===== src/rtl/bus_arbiter_hrd_pkg.sv =====
// Shared encodings for the two-master physical bus arbiter.
// Owner/state codes double as the externally visible owner field.
// Holds the next-owner selection rule used from IDLE, release and drain exit.
package bus_arbiter_hrd_pkg;

    typedef enum logic [1:0] {
        ST_IDLE  = 2'd0,
        ST_OWN0  = 2'd1,
        ST_OWN1  = 2'd2,
        ST_DRAIN = 2'd3
    } state_t;

    localparam logic MST_M0 = 1'b0;
    localparam logic MST_M1 = 1'b1;

    // When both masters want the bus, the one that did not own it last wins,
    // so master 0 cannot be starved by a continuously requesting master 1.
    function automatic state_t sel_next(input logic prev_m1, input logic r0, input logic r1);
        if (r0 && r1) return prev_m1 ? ST_OWN0 : ST_OWN1;
        if (r1)       return ST_OWN1;
        if (r0)       return ST_OWN0;
        return ST_IDLE;
    endfunction

endpackage


===== src/rtl/bus_arbiter_hrd_sat.sv =====
// Saturating cycle counter with a hit flag for the cycle the count reaches MAX.
// Latency: hit is combinational on the current count and enable.
// Backpressure: none; clear has priority over enable, the count never wraps.
module sat_counter #(
    parameter int MAX = 255
) (
    input  logic clk,
    input  logic rst_n,
    input  logic en,
    input  logic clr,
    output logic hit
);

    localparam int            W    = $clog2(MAX + 1);
    localparam logic [W-1:0]  TOP  = W'(MAX);
    localparam logic [W-1:0]  LAST = W'(MAX - 1);

    logic [W-1:0] cnt;

    // Count enabled cycles, holding at MAX instead of wrapping.
    always_ff @(posedge clk or negedge rst_n) begin
        if (!rst_n) begin
            cnt <= '0;
        end else if (clr) begin
            cnt <= '0;
        end else if (en && cnt != TOP) begin
            cnt <= cnt + 1'b1;
        end
    end

    // High on the enabled cycle that brings the count to MAX, and while held there.
    assign hit = en & (cnt >= LAST);

endmodule


===== src/rtl/bus_arbiter_hrd.sv =====
// Two-master / one-slave bus arbiter with hard-request (hrd) preemption hint to master 0.
// Latency: grant one cycle after request is seen in IDLE; grant/hrd/slave mux are combinational.
// Backpressure: a master holds the bus while req is high; abandoned slave accesses are drained first.
module bus_arbiter_hrd
    import bus_arbiter_hrd_pkg::*;
#(
    parameter int DRAIN_MAX   = 255,
    parameter int HRD_TIMEOUT = 1024
) (
    input  logic        clk,
    input  logic        rst_n,
    input  logic        m0_req,
    output logic        m0_gnt,
    output logic        m0_hrd,
    input  logic [31:0] m0_a,
    input  logic [31:0] m0_d,
    input  logic        m0_we,
    input  logic        m0_rd,
    output logic [31:0] m0_spo,
    output logic        m0_ready,
    input  logic        m1_req,
    output logic        m1_gnt,
    input  logic [31:0] m1_a,
    input  logic [31:0] m1_d,
    input  logic        m1_we,
    input  logic        m1_rd,
    output logic [31:0] m1_spo,
    output logic        m1_ready,
    output logic [31:0] s_a,
    output logic [31:0] s_d,
    output logic        s_we,
    output logic        s_rd,
    input  logic [31:0] s_spo,
    input  logic        s_ready,
    output logic [1:0]  owner,
    output logic        err_drain,
    output logic        err_hrd
);

    state_t state;
    logic   prev_m1;
    logic   inflight;
    logic   in_drain;
    logic   drain_hit;
    logic   drain_exit;
    logic   hrd_hit;

    assign owner    = state;
    assign in_drain = (state == ST_DRAIN);

    assign m0_gnt = (state == ST_OWN0) & m0_req;
    assign m1_gnt = (state == ST_OWN1) & m1_req;
    assign m0_hrd = (state == ST_OWN0) & m1_req;

    // Read data goes to both masters; ready qualifies which one it is for.
    assign m0_spo   = s_spo;
    assign m1_spo   = s_spo;
    assign m0_ready = s_ready & m0_gnt;
    assign m1_ready = s_ready & m1_gnt;

    // Route the granted master onto the slave bus; park everything at zero otherwise.
    always_comb begin
        s_a  = '0;
        s_d  = '0;
        s_we = 1'b0;
        s_rd = 1'b0;
        if (m0_gnt) begin
            s_a  = m0_a;
            s_d  = m0_d;
            s_we = m0_we;
            s_rd = m0_rd;
        end else if (m1_gnt) begin
            s_a  = m1_a;
            s_d  = m1_d;
            s_we = m1_we;
            s_rd = m1_rd;
        end
    end

    assign drain_exit = in_drain & (s_ready | drain_hit);

    sat_counter #(.MAX(DRAIN_MAX)) u_drain_timer (
        .clk   (clk),
        .rst_n (rst_n),
        .en    (in_drain),
        .clr   (drain_exit),
        .hit   (drain_hit)
    );

    // Watchdog only flags a master 0 that ignores hrd; it never forces the bus away.
    sat_counter #(.MAX(HRD_TIMEOUT)) u_hrd_watchdog (
        .clk   (clk),
        .rst_n (rst_n),
        .en    (m0_hrd),
        .clr   (~m0_hrd),
        .hit   (hrd_hit)
    );

    // Ownership FSM, outstanding-access tracking and sticky error flags.
    always_ff @(posedge clk or negedge rst_n) begin
        if (!rst_n) begin
            state     <= ST_IDLE;
            prev_m1   <= MST_M0;
            inflight  <= 1'b0;
            err_drain <= 1'b0;
            err_hrd   <= 1'b0;
        end else begin
            if (in_drain) inflight <= inflight & ~s_ready;
            else          inflight <= (s_rd | s_we) & ~s_ready;

            if (hrd_hit) err_hrd <= 1'b1;

            case (state)
                ST_IDLE: state <= sel_next(prev_m1, m0_req, m1_req);
                ST_OWN0: begin
                    if (!m0_req) begin
                        prev_m1 <= MST_M0;
                        // A ready arriving as req drops retires the stale access here.
                        if (inflight && !s_ready) state <= ST_DRAIN;
                        else                      state <= sel_next(MST_M0, m0_req, m1_req);
                    end
                end
                ST_OWN1: begin
                    if (!m1_req) begin
                        prev_m1 <= MST_M1;
                        if (inflight && !s_ready) state <= ST_DRAIN;
                        else                      state <= sel_next(MST_M1, m0_req, m1_req);
                    end
                end
                ST_DRAIN: begin
                    if (s_ready) begin
                        state <= sel_next(prev_m1, m0_req, m1_req);
                    end else if (drain_hit) begin
                        err_drain <= 1'b1;
                        state     <= sel_next(prev_m1, m0_req, m1_req);
                    end
                end
            endcase
        end
    end

endmodule


===== config.mk =====
export PLATFORM = sky130hd
export DESIGN_NAME = bus_arbiter_hrd
export DESIGN_NICKNAME = d
export VERILOG_FILES = /design/src/rtl/bus_arbiter_hrd_pkg.sv /design/src/rtl/bus_arbiter_hrd_sat.sv /design/src/rtl/bus_arbiter_hrd.sv
export SDC_FILE = /design/constraint.sdc
export NUM_CORES = 1
export LEC_CHECK = 0
export CORE_AREA = 8 8 115 117
export CTS_CLUSTER_SIZE = 30
export DETAILED_ROUTE_END_ITERATION = 8
export DIE_AREA = 0 0 123 125
export MAX_ROUTING_LAYER = met4
export PLACE_DENSITY = 0.73
export SYNTH_ARGS = -nofsm -noshare
export SYNTH_HDL_FRONTEND = slang
export SYNTH_SLANG_ARGS = --single-unit

===== constraint.sdc =====
create_clock -name clk -period 3.9 [get_ports clk]
set_input_delay 0.975 -clock clk [delete_from_list [all_inputs] [get_ports clk]]
set_output_delay 0.975 -clock clk [all_outputs]
set_load 0.02 [all_outputs]

==> summary.md <==
| Metric | Value |
|---|---|
| Vias in the first global route | 2930 |
| Total negative slack | 0 ns |
| DRT Wirelength | 14350 um |
| Final Net Count | 611 |
| Die area | 0.01538 mm2 |
| CTS max path bufs | 2 |
| CP Capture Type | output port |
| Setup violators final | 0 |
| Clk_lat worst skew | 0.26 ns |
| Relative slew margins | 0.7818 |
| Antenna violations before repair | 3 |
| Setup Skew | 0.01084 ns |
| Die Y | 125 um |
| Reg clk slew, reported paths | 0.07 ns |
| Die width | 123 um |
| Mapped Area | 0.002536 mm2 |
| Drt drc | 0 |
| Final Slew Violations | 0 |
| Total grt overflow | 0 |
| Syn. warnings | 0 |
| Via count | 2845 |
| Worst r2r path cells | 7 |
| Fill cells | 1158 |
| Via-per-instance ratio | 4.863 |
| DR pass1 iterations | 4 |
| Fraction of layout cells with a size suffix above 1 | 0.07143 |
| RSZ-0062 raised after global routing | no |
| Post-DP HPWL | 11990 um |
| Crit Path Max Fanout | 44 |
| Status | finished, final reports clean |
| Minimum clock period | 3.783 ns |
| CP top delay family | buffers and inverters |
| CP Depth | 6 |
| Mapped Avg Cell Area | 8.806 um2 |
| CTS tree | done |
| Hold path cells | 1 |
| Placement Rows | 40 |
| Post-route clock period utilization | 0.9700 |
| Top cell by count, worst path | clkdlybuf4s50_1 |
| Hold-fix buffers, CTS | 0 |
| Synthesized net count | 464 |
| Buf/Inv on CP | 3 |
| Core Region | 0.01161 mm2 |
| CP Launch Type | input pin |
| Gpl congestion | 0.9122 |
| Largest net degree at the start of global routing | 66 |
| Commonest non-fill, non-tap cell in the layout | clkdlybuf4s50_1 |
| Setup CP Type | input pin to output port |
| Final Hold Fails | 0 |
| Htree depth | 1 |
| Seq cells post-synth | 25 |
| MaxCap Viol Count | 0 |
| Commonest cells after routing, fill and taps aside | clkdlybuf4s50_1, a22o_1, dfrtp_1 |
| Placed Cells | 576 |
| CP max stage delay | 0.62 ns |
| First DRT Iteration DRCs | 223 |
| Cells after Synth | 288 |
| Distinct cell type count after synthesis | 42 |
| Hold Path Class | flip-flop to flip-flop |
| Sink Count | 25 |
| Static Leak | 1.840 nW |
| Register area share after synthesis | 0.2467 |
| VDD IR-drop max | 178.7 uV |
| WP data required | 2.92 ns |
| First-pass GRT wire length | 19730 um |
| Gates resized, CTS repair | 0 |
| Post-CTS setup buffer count | 0 |
| I/O pins | 308 |
| Routed len/inst | 24.53 um |
| P&R area growth vs syn | 78.05% |
| Antenna Nets Post-Route | 0 |
| Total track usage | 0.1727 |
| Worst-path cell chain | clkdlybuf4s50_1, nand2_1, nor2_4, buf_12, a22o_1, clkdlybuf4s50_1 |
| Total power | 2.066 mW |
| CTS Buf Count | 3 |
| Worst Tran Pin Value | 0.3273 ns |
| # port buffers | 211 |
| Pwr dens | 457.5 mW/mm2 |
| Worst path slowest cell | clkdlybuf4s50_1 |
| Max Fclk | 264.3 MHz |
| CP arrival | 2.81 ns |
| Final std cells w/o fill | 585 |
| Root Driver | clkbuf_16 |
| Initial core utilization | 0.2184 |
[final timing paths]
path | slack, ns | from | to
max | 0.12 | m1_req | s_a[24]
min | 0.50 | err_hrd | err_hrd
max reg2reg | 2.17 | owner[0] | prev_m1
min reg2reg | 0.50 | err_hrd | err_hrd
max in group asynchronous | 2.57 | rst_n | u_hrd_watchdog.cnt[8]
min in group asynchronous | 1.08 | rst_n | inflight
[worst register-to-register path, stage by stage (launching register included)]
cell	delay, ns
dfrtp_1	0.41
inv_1	0.06
ha_1	0.26
nand2_1	0.15
buf_4	0.16
inv_1	0.05
nor3_1	0.17
mux2_2	0.35
[synth_stat cells, drive strengths merged]
cell,count,area share
o21a,1,0.0030
a221o,1,0.0039
o211ai,1,0.0030
clkbuf,3,0.0044
xnor2,4,0.014
nand3b,2,0.0059
dfrtp,25,0.25
nor2,20,0.033
a31o,1,0.0035
and3,3,0.0079
nor3,5,0.0099
o221ai,1,0.0035
and4b,1,0.0039
mux2i,1,0.0039
a22o,64,0.22
nand2,9,0.013
buf,77,0.22
o311ai,1,0.010
ha,7,0.035
a311oi,1,0.0059
a211oi,2,0.0059
inv,11,0.016
and4,3,0.010
a31oi,4,0.0099
o211a,1,0.0069
nand4,6,0.015
o21ai,4,0.0079
xor2,8,0.028
mux2,3,0.013
nand2b,1,0.0025
nand3,9,0.018
and2,1,0.0025
nor3b,1,0.0030
a21oi,4,0.0079
nor4,2,0.0049
[where the power goes]
part           switching (mW)  internal (mW)
clock network          0.0931          0.141
registers              0.0770          0.323
logic                   0.710          0.722
total                   0.880           1.19
[stage by stage]
| stage | cell area, um2 | hold slack, ns | setup slack (ns) | util |
|---|---|---|---|---|
| after floorplan | 2536 | 0.4781 | 0.9831 | - |
| after global placement | 4389 | 0.4883 | 0.04243 | 0.3780 |
| after detailed placement | 4389 | 0.4735 | 0.05837 | 0.3780 |
| after CTS | 4473 | 0.4996 | 0.04056 | 0.3852 |
| after global routing | 4513 | 0.5186 | 0.005053 | 0.3887 |
| final | 4516 | 0.5000 | 0.1170 | 0.3889 |
[final cells by class]
| class | instances | area [um2] | area share |
|---|---|---|---|
| Timing Repair Buffer | 222 | 2265 | 0.5015 |
| Inverter | 11 | 41.29 | 0.009144 |
| Antenna cell | 4 | 10.01 | 0.002217 |
| Sequential cell | 25 | 625.6 | 0.1385 |
| Clock buffer | 3 | 75.07 | 0.01663 |
| Multi-Input combinational cell | 172 | 1306 | 0.2893 |
| Clock inverter | 1 | 8.758 | 0.001940 |
| Tap cell | 147 | 183.9 | 0.04073 |
[layer usage]
| layer | GRT usage | vias to the layer above | part of all wire |
|---|---|---|---|
| li1 | - | 1298 | - |
| met3 | 0.09091 | 2 | 0.14 |
| met2 | 0.2822 | 175 | 0.48 |
| met5 | - | - | 0 |
| met4 | 0.01347 | 0 | 0.0014 |
| met1 | 0.1900 | 1370 | 0.38 |
[state kept, by name, indices dropped and copies added, names as in the netlist]
register	flops
err_drain	1
u_hrd_watchdog.cnt	11
err_hrd	1
owner	2
prev_m1	1
inflight	1
u_drain_timer.cnt	8
[cell families (layout without fill, tap and decap cells)]
| group | count (synthesis) | in the layout | synth area share |
|---|---|---|---|
| buffers and inverters | 91 | 237 | 0.2383 |
| muxes | 4 | 4 | 0.01727 |
| xor gates and xnor gates | 12 | 12 | 0.04144 |
| and+or+nand+nor | 63 | 63 | 0.1293 |
| adders and majority gates | 7 | 7 | 0.03453 |
| DFF | 25 | 25 | 0.2467 |
| other | 0 | 4 | 0 |
| AOI/OAI and AO/OA | 86 | 86 | 0.2925 |
(Power assumes the default switching activity.)
